$ cat config.mk
export PLATFORM = sky130hd
export DESIGN_NAME = sample_arbiter
export DESIGN_NICKNAME = d
export VERILOG_FILES = /design/src/rtl/sample_arbiter.sv
export SDC_FILE = /design/constraint.sdc
export NUM_CORES = 1
export LEC_CHECK = 0
export ABC_AREA = 1
export CAP_MARGIN = 20
export CORE_MARGIN = 2
export CORE_UTILIZATION = 50
export DETAILED_ROUTE_END_ITERATION = 8
export GPL_ROUTABILITY_DRIVEN = 0
export GPL_TIMING_DRIVEN = 1
export PLACE_DENSITY_LB_ADDON = 0.05
export SETUP_SLACK_MARGIN = 0.05
export SYNTH_ARGS = -nofsm -noshare
export SYNTH_HDL_FRONTEND = slang
export SYNTH_SLANG_ARGS = --single-unit
$ cat constraint.sdc
create_clock -name clk -period 2.75 [get_ports clk]
set_clock_uncertainty 0.2 [all_clocks]
set_input_delay 0.55 -clock clk [delete_from_list [all_inputs] [get_ports clk]]
set_output_delay 0.55 -clock clk [all_outputs]
set_load 0.005 [all_outputs]
$ cat src/rtl/sample_arbiter.sv
// sample_arbiter
//   Round-robin scheduler sharing the 4-bit fsm sample input between four
//   requesters. A granted requester's sample is captured and held on
//   `sample` for HOLD_CYCLES cycles, after which the block re-arbitrates
//   (back-to-back with no idle cycle when requests are pending).
//
// Ports:
//   clk         in   system clock, rising edge
//   reset       in   asynchronous active-high reset
//   req[3:0]    in   request lines, one per requester
//   req_sample  in   packed samples, requester i at [4*i+3:4*i]
//   ack[3:0]    out  one-hot, one-cycle capture acknowledge (registered)
//   sample[3:0] out  captured sample presented to fsm.sample (registered)
//   busy        out  high while a granted sample is being held
//   owner[1:0]  out  index of the requester whose sample is on `sample`
module sample_arbiter #(
    parameter int unsigned HOLD_CYCLES = 1
) (
    input  logic        clk,
    input  logic        reset,
    input  logic [3:0]  req,
    input  logic [15:0] req_sample,
    output logic [3:0]  ack,
    output logic [3:0]  sample,
    output logic        busy,
    output logic [1:0]  owner
);

    typedef enum logic {IDLE, HOLD} state_e;

    localparam logic [3:0] CNT_INIT = 4'(HOLD_CYCLES - 1);

    state_e      state_q, state_d;
    logic [3:0]  sample_q, sample_d;
    logic [3:0]  ack_q, ack_d;
    logic        busy_q, busy_d;
    logic [1:0]  owner_q, owner_d;
    logic [1:0]  ptr_q, ptr_d;
    logic [3:0]  cnt_q, cnt_d;

    logic [3:0]  elig;
    logic        found;
    logic [1:0]  win;
    logic [1:0]  idx;

    // Masking the requester acked this cycle keeps a HOLD_CYCLES=1 grant
    // from re-granting the same, already-consumed sample.
    always_comb begin
        elig  = req & ~ack_q;
        found = 1'b0;
        win   = ptr_q;
        idx   = ptr_q;
        for (int k = 0; k < 4; k++) begin
            idx = ptr_q + 2'(k);
            if (!found && elig[idx]) begin
                found = 1'b1;
                win   = idx;
            end
        end
    end

    always_comb begin
        state_d  = state_q;
        sample_d = sample_q;
        ack_d    = 4'b0000;
        busy_d   = busy_q;
        owner_d  = owner_q;
        ptr_d    = ptr_q;
        cnt_d    = cnt_q;
        if (state_q == HOLD && cnt_q != 4'd0) begin
            cnt_d = cnt_q - 4'd1;
        end else if (found) begin
            // Same grant path from IDLE and from HOLD expiry.
            state_d    = HOLD;
            sample_d   = req_sample[{win, 2'b00} +: 4];
            owner_d    = win;
            ack_d[win] = 1'b1;
            ptr_d      = win + 2'd1;
            cnt_d      = CNT_INIT;
            busy_d     = 1'b1;
        end else begin
            state_d = IDLE;
            busy_d  = 1'b0;
        end
    end

    always_ff @(posedge clk or posedge reset) begin
        if (reset) begin
            state_q  <= IDLE;
            sample_q <= 4'b0000;
            ack_q    <= 4'b0000;
            busy_q   <= 1'b0;
            owner_q  <= 2'd0;
            ptr_q    <= 2'd0;
            cnt_q    <= 4'd0;
        end else begin
            state_q  <= state_d;
            sample_q <= sample_d;
            ack_q    <= ack_d;
            busy_q   <= busy_d;
            owner_q  <= owner_d;
            ptr_q    <= ptr_d;
            cnt_q    <= cnt_d;
        end
    end

    assign ack    = ack_q;
    assign sample = sample_q;
    assign busy   = busy_q;
    assign owner  = owner_q;

endmodule

==> results.md, run 1 <==
Outcome:
- The flow ran to the end, and the final reports show no timing, DRC or antenna violations.

CTS:
- In this run, CTS created clock tree buffers numbering 3.
- The post-cts resize count is 0.
- After clock tree synthesis, the clock-pin slew on the worst setup and hold paths is around 100 ps.
- The clock drives 17 sinks.
- In this run the deepest clock path goes through 2 buffers.
- The post-cts hold buffer count is 0.
- In this run the number of H-tree levels came out at 1.
- Post-CTS timing repair inserted 0 buffers for setup.
- The clock root buffer is sky130_fd_sc_hd__clkbuf_4.
- TritonCTS built the clock tree.
- The later pin in the worst-skew pair is clocked with a latency of 290 ps.

Setup path:
- Walking the worst path, the cells encountered are inv_2 -> nand3_1 -> nand2_1 -> nand2_1 -> nand2_4 -> nand4_4 -> nand2_4 -> nand2_4 -> nand2_1 -> nand2_1 -> nand2_1 -> nand2_1 -> nand2_1 -> nand2_1.
- The highest-delay cell along the critical path is sky130_fd_sc_hd__dfrtp_1.
- On the critical path the largest part of the delay comes from simple AND/OR/NAND/NOR gates.
- The buffer and inverter count on the worst path is 1.
- In this run the worst path has a maximum fanout of 11.
- The data required time at the worst endpoint is ~2700 ps.
- The critical path starts at ptr_q[0].
- The worst setup path is of the register to register kind.
- The biggest cell delay along the critical path is roughly 550 ps.
- For the worst setup path, the data arrival time is between 2000 and 2500 ps.
- Among the stages of the critical path, the cell type that occurs most often is sky130_fd_sc_hd__nand2_1.
- The worst setup path is captured at a register.
- In this run the critical register-to-register path is launched from ptr_q[0].
- The kind of launch point of the worst setup path is a register.

Synth:
- Counting flops with a built-in enable in the synthesized netlist gives 0.
- The synthesized net count is approximately 200.
- The largest total area in the synthesized netlist belongs to sky130_fd_sc_hd__dfrtp_1.
- The sequential element share of the synthesized area is 0.331.
- For this run, the number of Yosys warnings is 0.
- The unique cell type count in the Yosys netlist is 26.
- Of all flip-flops after synthesis, the portion carrying an async set or reset was 1.00.
- The cell area that synthesis handed to floorplanning was 1290 µm².
- The portion of synthesized cell area occupied by the leading cell type is 0.331.
- The top flip-flop cell by instance count after synthesis is sky130_fd_sc_hd__dfrtp_1.
- Yosys attributes the largest share of cell area to sky130_fd_sc_hd__dfrtp_1 (33%), sky130_fd_sc_hd__nand2_1 (18%), sky130_fd_sc_hd__nand3_1 (12%), sky130_fd_sc_hd__nand2_4 (7.0%), sky130_fd_sc_hd__nand2_2 (5.4%).
- The average cell area after synthesis is approximately 7.5 µm².
- In this run, synthesis produced a sequential element count of 17.
- Synthesis produced ~170 cells.

Pwr:
- Across the VDD grid, the largest voltage drop is between 0.0009 and 0.001 V.
- After layout, the design draws a total of 2270 µW.
- The ratio of total power to cell area is 1360 nW/µm².
- The analysis attributes to cell leakage a power of 0.000811 µW.

STA:
- The actual transition at the worst max-transition pin is ~630 ps.
- The timing-limited maximum frequency is roughly 0.43 GHz.
- Headroom to the max-slew limit came out at 0.576.
- The tightest hold path in the finished design has a slack of 289 ps.
- Dividing the final minimum period by the clock period gives 0.846.
- The final setup violation count is 0.
- The setup TNS is 0 ps.
- The slack of the critical path is 423 ps.
- The number of max-slew violations in the final report is 0.
- After layout, the minimum clock period comes to 2330 ps.
- Setup repair after global routing left no endpoint under its margin.
- The final-report hold violation count is 0.

Finish:
- In the layout the commonest cells are sky130_fd_sc_hd__nand2_1 (63), sky130_fd_sc_hd__clkdlybuf4s50_1 (32), sky130_fd_sc_hd__nand3_1 (30), sky130_fd_sc_hd__dfrtp_1 (17), sky130_fd_sc_hd__nand2_2 (11).
- With fillers left out, the area of the finished cells amounts to ~1700 µm².
- The layout overhead on the synthesized area is 29.1%.
- The count of nets after finishing is 231.
- The number of antenna diodes in the final layout is 0.
- After filler insertion, the fill cell instance count of the layout stands at roughly 210.
- The share of final-layout standard cells stronger than drive strength 1 is 0.189.
- The library cell used most frequently in the layout, excluding fill and tap cells, is sky130_fd_sc_hd__nand2_1.

Floorplan:
- The number of ports placed on the die boundary is 33.
- The die area is 2990 µm².
- The count of standard-cell rows is 18.
- The total area inside the core boundary comes to about 2500 µm².
- The initial utilization of the core area, before any placement, comes to 0.524.
- The width of the die is ~55 µm.
- The die outline height is between 50 and 60 µm.

Placement:
- The worst setup timing slack at the placement stage is roughly 180 ps.
- Once detailed placement completed, the half-perimeter wirelength came to approximately 2.4 mm.
- Once placement finished, the instance area stood at approximately 1600 µm².
- During placement, the flow inserted port buffers numbering 32.

Detailed routing:
- After detailed routing, the number of remaining DRC violations is 0.
- After detailed routing, the average wire length per cell comes to between 10 and 15 µm.
- The number of nets with antenna violations after detailed routing is 0.
- The first routing iteration left 19 violations.
- The total iterations of the first detailed-routing run is 6.
- The detailed-route via count is 1199.
- The vias per cell is slightly above 5.
- After detailed routing, the total wire length is between 2 and 3 mm.

Worst hold path:
- The critical hold path startpoint is sample[0].
- The class of the tightest hold or removal check is register to register.

Global routing:
- In the global route stage, overall resource usage came out at 0.202.
- The global route total overflow is 0.
- The initial antenna violation count is 0.
- The via count of the first global-routing pass is 1078.
- Entering global routing, the biggest net connects 18 pins.
- The wire length of the first global-routing pass is about 4.4 mm.

Job:
- The tool flagged a number of max-cap violations equal to 0.
## cells by family after synthesis
| kind of cell | Yosys count | synth area share |
|---|---|---|
| and+or+nand+nor | 128 | 0.556 |
| buffers and inverters | 17 | 0.0574 |
| DFF | 17 | 0.331 |
| AOI/OAI and AO/OA | 6 | 0.0292 |
| adders and majority gates | 2 | 0.0195 |
| xor gates and xnor gates | 1 | 0.00681 |
## final timing paths
path	end	slack [ps]	cells past startpoint
setup reg to reg	sample[1]	420	14
setup / recovery	sample[1]	420	14
hold / removal	sample[0]	290	2
hold reg to reg	sample[0]	290	2
max in group asynchronous	ptr_q[1]	1530	2
min in group asynchronous	sample[1]	430	2
## report_power, final
part / internal, µW / switching, µW / total (µW)
clock network: 54.0 / 78.1 / 132
registers: 357 / 84.5 / 441
logic: 608 / 1080 / 1690
total: 1020 / 1250 / 2270
## synth_stat cells (2+ instances only)
| cell | n |
|---|---|
| sky130_fd_sc_hd__nand2_1 | 63 |
| sky130_fd_sc_hd__nand3_1 | 30 |
| sky130_fd_sc_hd__dfrtp_1 | 17 |
| sky130_fd_sc_hd__nand2_2 | 11 |
| sky130_fd_sc_hd__inv_1 | 9 |
| sky130_fd_sc_hd__nand2_4 | 8 |
| sky130_fd_sc_hd__inv_2 | 5 |
| sky130_fd_sc_hd__nand3_2 | 4 |
| sky130_fd_sc_hd__nor2_1 | 4 |
| sky130_fd_sc_hd__ha_1 | 2 |
| sky130_fd_sc_hd__nand3_4 | 2 |
| sky130_fd_sc_hd__o22ai_1 | 2 |
## layer usage
| layer | part of all wire | vias to the layer above | routed length (µm) | GRT usage |
|---|---|---|---|---|
| li1 | - | 621 | - | - |
| met1 | 0.45 | 565 | 1260 | 0.244 |
| met2 | 0.53 | 11 | 1500 | 0.383 |
| met3 | 0.016 | 2 | 45 | 0.0219 |
| met4 | 0.0014 | 0 | 4 | 0.0375 |
| met5 | 0 | - | 0 | 0 |
## flip-flops by register name (all words and copies together), names as in the netlist
name,cells
cnt_q,4
ptr_q,2
sample,4
busy,1
ack,4
owner,2
## per-stage QoR
step	utilization	std cells
3_3_place_gp	0.665	232
5_1_grt	0.676	236
6_report	0.676	236
2_1_floorplan	-	171
3_5_place_dp	0.665	232
4_1_cts	0.676	236
## area by class of cell
cell class | count | area (µm²) | area share
clock buffers | 3 | 22.5 | 0.0136
clock inverters | 1 | 5.00 | 0.00301
inverters | 16 | 62.6 | 0.0377
multi-input cells | 137 | 787 | 0.474
flip-flops and latches | 17 | 425 | 0.256
well taps | 30 | 37.5 | 0.0226
repair buffers | 32 | 320 | 0.193
## worst min-delay path: stages, from the launching register on
cell	delay (ps)
sky130_fd_sc_hd__dfrtp_1	360
sky130_fd_sc_hd__nand2_1	50
sky130_fd_sc_hd__nand2_1	50
Note: power is estimated with default switching activity, not from simulation.
==> inputs of run 2 (changes only) <==
- CORE_UTILIZATION: 50 -> 48
- clock period: 2.75 -> 2.4 ns (I/O delays scaled with it)
==> run 2 against run 1 <==
Effect of this change:
- die area grew 3.9%
- total power increased by 23%
- register-to-register slack got worse by 200 ps
- worst setup slack worse by 240 ps
- core utilization grew 0.83 points
- sequential share of layout area down 0.77 points
- hold slack got worse by 2.6 ps
- sequential power is 8.2% higher
- routed wire length grew 11%
- flip-flop and latch count unchanged
- global-route usage is 1.8 points higher
- design area rose by 3.1%
==> results.md, run 2 (same netlist as run 1, synthesis figures left out) <==
CTS:
- CTS built an H-tree with a depth of 1.
- The clock sink count is 17.
- The tree is rooted in a sky130_fd_sc_hd__clkbuf_4.
- No sink is reached through more buffers than the 2 on the longest clock path.
- The clock slew seen by the registers of the worst setup and hold paths is about 110 ps.
- Clock tree synthesis inserted a total of 3 buffers.
- The post-cts hold buffer count is 0.
- The worst-skew pair later-pin latency is about 300 ps.
- TritonCTS built the clock tree.
- The number of setup buffers added after CTS is 0.

Global routing:
- The wire length of the first global-routing pass is 5.41 mm.
- The global route total overflow is 0.
- The via count of the first global-routing pass is about 1300.
- The initial antenna violation count is 0.
- The largest net degree at the start of global routing is 18.
- In the global route stage, overall resource usage came out at 0.221.

Outcome:
- The flow ran to the end, and the final reports show no timing, DRC or antenna violations.

Detailed routing:
- The final wirelength is 3.11 mm.
- After detailed routing, the met2 layer carries ~1.5 mm of wire.
- The routed design uses around 140 µm of met3 wire.
- The initial DRC count is 27.
- The highest metal layer used by the detailed router is met4.
- For this run, design rule violations remaining after detail routing come to 0.
- The total iterations of the first detailed-routing run is 5.
- The detail route stage leaves a number of antenna-violating nets equal to 0.
- The detailed-route wire length on metal 1 is 1.41 mm.
- For this block, the via count after detailed routing is between 1000 and 1500.
- In the final routed layout, each cell accounts on average for approximately 13 µm.
- The vias per cell is 5.23.

Job:
- Across the run, the number of max-cap violations was 0.

STA:
- Setup repair after global routing left no endpoint under its margin.
- The slack of the critical path is 181 ps.
- The shortest clock period the worst path allows after layout is between 2000 and 2500 ps.
- The number of max-slew violations in the final report is 0.
- For the pin with the worst max-slew slack, the measured transition is 638 ps.
- The final setup violation count is 0.
- Derived from the worst setup path, the maximum achievable clock frequency is between 0.4 and 0.5 GHz.
- The period utilization is 0.925.
- The relative slew slack is 0.574.
- The final-report hold violation count is 0.
- The setup TNS is 0 ps.

Floorplan:
- The die covers 3110 µm².
- After floorplanning, the core was sized to cover roughly 2500 µm².
- The number of ports placed on the die boundary is 33.
- The floorplan has 18 rows.
- The width of the die is 55.8 µm.
- The initial utilization of the core area, before any placement, comes to 0.515.
- The die outline height is 55.8 µm.

Finish:
- Summing all multi-input logic gate instances after layout gives 790 µm².
- The net count of the finished layout is 236.
- The layout overhead on the synthesized area is 33.1%.
- Leaving out fill and tap cells, the most frequent cells in the layout are sky130_fd_sc_hd__nand2_1 (62), sky130_fd_sc_hd__clkdlybuf4s50_1 (32), sky130_fd_sc_hd__nand3_1 (30), sky130_fd_sc_hd__dfrtp_1 (17), sky130_fd_sc_hd__nand2_2 (12).
- The number of diodes added for antenna fixing is 0.
- The library cell used most frequently in the layout, excluding fill and tap cells, is sky130_fd_sc_hd__nand2_1.
- Registers take 425 µm².
- The count of filler cells inserted in the layout is around 220.
- In the final layout, the share of cells above drive strength 1 is 0.209.

Placement:
- Input and output buffers added on the ports amount to 32.
- Timing analysis after detailed placement gives a worst setup slack of -129 ps.
- The estimated wirelength of the detail-placed design is between 2 and 2.5 mm.

Setup path:
- By startpoint and endpoint, the worst setup path is classified as input pin to register.
- The critical path starts at req[1].
- For the worst setup path, the data required time is 2450 ps.
- The top fanout value on the critical path is 9.
- The arrival time reported for the critical path endpoint is around 2300 ps.
- The worst register-to-register path begins at ptr_q[0].
- The critical path capture point type is a register.
- The kind of launch point of the worst setup path is an input pin.

Pwr:
- The share of power burned in combinational logic is 0.771.
- The maximum ir drop on the vdd rail is 0.00126 V.
- The analysis attributes to net switching a power of 1500 µW.
- For this design the static power due to leakage is between 0.0008 and 0.0009 µW.
- The share of power burned in the clock network is 0.057.
- For this design the ratio of total power to cell area is around 1600 nW/µm².
- The internal portion of the total power is roughly 1300 µW.
- The switching share of total power is 0.539.
- The sequential group share of total power is 0.172.

Worst hold path:
- The class of the tightest hold or removal check is register to register.
- The startpoint identified for the worst hold timing path is cnt_q[3].
## run 2: cell types whose count changed in the layout (fill, tap and decap cells not counted), sizes merged
cell,previous run,this run
clkbuf,3,4
clkinv,2,1
buf,0,5
## run 2: power by group through the flow
| stage | Combinational [µW] | Sequential [µW] | Clock (µW) |
|---|---|---|---|
| final | 2140 | 477 | 159 |
| after detailed placement | 2140 | 481 | 0 |
| after CTS | 2140 | 478 | 161 |
| after floorplan | 1510 | 482 | 0 |
| after global routing | 2410 | 489 | 174 |
| after global placement | 2060 | 476 | 0 |
## run 2: worst max-delay path: stages
cell and delay (ps):
sky130_fd_sc_hd__clkdlybuf4s50_1 450, sky130_fd_sc_hd__nand3_1 130, sky130_fd_sc_hd__nand3_1 100, sky130_fd_sc_hd__nand2_2 100, sky130_fd_sc_hd__inv_2 60, sky130_fd_sc_hd__buf_12 130, sky130_fd_sc_hd__nor2_8 120, sky130_fd_sc_hd__nand3_4 130
sky130_fd_sc_hd__nand2_4 150, sky130_fd_sc_hd__nand2_1 80, sky130_fd_sc_hd__nand2_1 80, sky130_fd_sc_hd__nand2_1 60, sky130_fd_sc_hd__nand2_1 80, sky130_fd_sc_hd__nand2_1 60, sky130_fd_sc_hd__nand2_1 60
## run 2: stage by stage
stage	cells	power, µW	hold slack [ps]	util	area, µm²
finish	241	2780	286	0.685	1710
global route	241	3070	321	0.685	1710
CTS	241	2780	289	0.684	1710
detailed placement	237	2620	268	0.673	1680
global placement	237	2540	257	0.673	1680
floorplan	171	1990	206	-	1290
## run 2: metal layers
layer,GRT usage,vias up
li1,-,632
met4,0.0836,0
met1,0.269,590
met5,0,-
met3,0.0535,4
met2,0.374,35
## run 2: final timing paths
kind                        endpoint  slack, ps  cells after the start
setup / recovery           sample[3]        180                     15
hold / removal              cnt_q[3]        290                      1
setup reg to reg           sample[3]        220                     15
hold reg to reg             cnt_q[3]        290                      1
max in group asynchronous     ack[1]       1230                      2
min in group asynchronous  sample[3]        350                      2
## run 2: layout make-up
cell class | instances | area share
clock buffers | 4 | 0.0154
inverters | 16 | 0.0365
multi-input cells | 137 | 0.461
flip-flops and latches | 17 | 0.249
well taps | 30 | 0.0219
repair buffers | 37 | 0.216
## run 2: repair_timing
| action | in CTS | in global routing |
|---|---|---|
| setup endpoints to repair | 0 | 1 |
| resized for setup | 0 | 1 |
| endpoints found under the hold margin | 0 | 0 |
==> inputs of run 3 (changes only) <==
- CORE_UTILIZATION: 48 -> 37
==> run 3 against run 2 <==
Effect of this change:
- largest cell class unchanged
- cell count up 6.2%
- clock-buffer cell count unchanged
- clock power decreased by 7%
- highest routed layer is now met3
==> results.md, run 3 (same netlist as run 1, synthesis figures left out) <==
Global routing:
- The total overflow left after global routing is 0.
- In the global route stage, overall resource usage came out at 0.147.
- The met1 track demand over resource is 0.200.
- The initial antenna violation count is 0.
- The largest net degree at the start of global routing is 18.
- For met2 alone, demand over resource in global routing was 0.242.
- The via count of the first global-routing pass came to between 1000 and 1500.
- The most heavily used metal layer in global routing is met2.
- The met3 demand-to-capacity share in global routing is 0.0414.
- The first global-routing pass estimated roughly 4.8 mm of wire.

STA:
- The final-report hold violation count is 0.
- The number of max-slew violations in the final report is 0.
- The actual transition at the worst max-transition pin is approximately 630 ps.
- The relative slew slack is 0.579.
- For this run, the top clock speed supported by timing is 0.465 GHz.
- The worst hold-check slack is between 200 and 300 ps.
- Setup repair after global routing left no endpoint under its margin.
- The final setup violation count is 0.
- The setup TNS is 0 ps.
- The shortest clock period the worst path allows after layout is ~2200 ps.
- In the finished design, the share of the clock period the worst path needs comes to 0.897.

Detailed routing:
- Dividing the detail-routed via count by the number of cells gives approximately 4.7.
- The remaining routing DRC violations is 0.
- In the final routed layout, each cell accounts on average for ~11 µm.
- The final route contains roughly 1200 vias.
- The number of nets with antenna violations after detailed routing is 0.
- For this block, the initial DRC count from the detailed router was 29.
- Wires add up to ~2.7 mm.
- The total iterations of the first detailed-routing run is 4.

Pwr:
- The total power draw is ~2700 µW.
- The maximum ir drop on the vdd rail is roughly 0.00070 V.
- Dividing total power by cell area gives a power density of approximately 1600 nW/µm².
- In this run the static leakage power is approximately 0.00083 µW.

Setup path:
- The critical path is of the input pin to register type.
- In this run the worst setup path begins at req[1].
- STA puts the critical path data required time at 2380 ps.
- Data on the critical path arrives at its endpoint at around 2100 ps.
- The worst setup path is captured at a register.
- The worst setup path is launched from an input pin.
- The worst register-to-register path begins at ptr_q[0].
- Of all nets on the critical path, the largest fanout is 7.

CTS:
- The level count of the clock H-tree is 1.
- The number of hold buffers added after CTS was 0.
- The clock slew seen by the registers of the worst setup and hold paths is ~100 ps.
- Buffers inserted during clock tree synthesis total 3.
- The worst-skew pair later-pin latency is 280 ps.
- TritonCTS built the clock tree.
- The number of setup buffers added after CTS is 0.
- The clock sink count is 17.
- The maximum clock path buffer count is 2.
- The clock root buffer is sky130_fd_sc_hd__clkbuf_4.

Floorplan:
- For this configuration, the core starts out at a cell density of 0.385.
- After floorplanning, the core was divided into 21 placement rows.
- The number of ports placed on the die boundary is 33.
- The width of the die is roughly 63 µm.
- The die outline height is between 60 and 70 µm.
- The die area is a little under 4000 µm².
- The core region area is 3340 µm².

Outcome:
- The run finished with clean final reports.

Placement:
- The estimated wirelength of the detail-placed design is 2.27 mm.
- The number of buffers inserted by port buffering is 32.
- In this run the cell area measured after placement is between 1500 and 2000 µm².

Worst hold path:
- The class of the tightest hold or removal check is register to register.
- The critical hold path startpoint is cnt_q[3].

Finish:
- The share of final-layout standard cells stronger than drive strength 1 is 0.200.
- The post-route cell area is around 1700 µm².
- In the layout the commonest cells are sky130_fd_sc_hd__nand2_1 (63), sky130_fd_sc_hd__clkdlybuf4s50_1 (32), sky130_fd_sc_hd__nand3_1 (30), sky130_fd_sc_hd__dfrtp_1 (17), sky130_fd_sc_hd__nand2_2 (11).
- The number of diodes added for antenna fixing is 0.
- The layout overhead on the synthesized area is 34.0%.
- The post-layout utilization of the core is 0.517.
- The count of nets after finishing is around 240.
- Leaving out fill and tap cells, the most frequent cell in the layout is sky130_fd_sc_hd__nand2_1.

Job:
- The number of maximum-capacitance violations is 0.
## run 3: cell count changes in the layout (fill, tap and decap cells not counted), sizes merged
cell | before | now
buf | 5 | 4
## run 3: repair_timing
item,CTS,global route
hold endpoints to repair,0,0
setup endpoints to repair,0,3
resized for setup,0,1
## run 3: final timing paths
path,end,slack (ps),cells past startpoint
max,sample[2],250,14
min,cnt_q[3],280,1
min reg2reg,cnt_q[3],280,1
max in group asynchronous,cnt_q[1],1220,2
min in group asynchronous,sample[1],370,2
max reg2reg,sample[2],260,15
## run 3: final cells by class
class / instances / area [µm²]
clock buffers: 4 / 26.3
fillers: 344 / 1610
inverters: 16 / 65.1
multi-input cells: 137 / 787
flip-flops and latches: 17 / 425
well taps: 46 / 57.6
repair buffers: 36 / 363
## run 3: worst max-delay path, stage by stage
cell and delay, ps:
sky130_fd_sc_hd__clkdlybuf4s50_1 500, sky130_fd_sc_hd__nand3_1 110, sky130_fd_sc_hd__nand3_1 120, sky130_fd_sc_hd__nand2_2 90, sky130_fd_sc_hd__inv_2 150, sky130_fd_sc_hd__nand3_2 90, sky130_fd_sc_hd__nand3_1 110, sky130_fd_sc_hd__nand2_1 50
sky130_fd_sc_hd__nand2_1 60, sky130_fd_sc_hd__nand2_2 100, sky130_fd_sc_hd__nand2_1 90, sky130_fd_sc_hd__nand2_1 60, sky130_fd_sc_hd__nand2_1 60, sky130_fd_sc_hd__nand2_1 60
## run 3: through the flow
step	instances	worst slack [ps]
finish	256	248
global route	256	63.2
CTS	256	243
detailed placement	252	-54.2
global placement	252	-32.6
floorplan	171	550
## run 3: per-layer routing
metal | vias to the layer above | wire length (µm)
li1 | 632 | -
met1 | 539 | 1320
met2 | 31 | 1260
met3 | 0 | 154
met4 | 0 | 0
met5 | - | 0
## run 3: power breakdown
part,leakage [µW],internal [µW],switching (µW)
Clock,0.0000150,64.5,83.3
Combinational,0.000603,772,1270
Sequential,0.000213,409,80.3
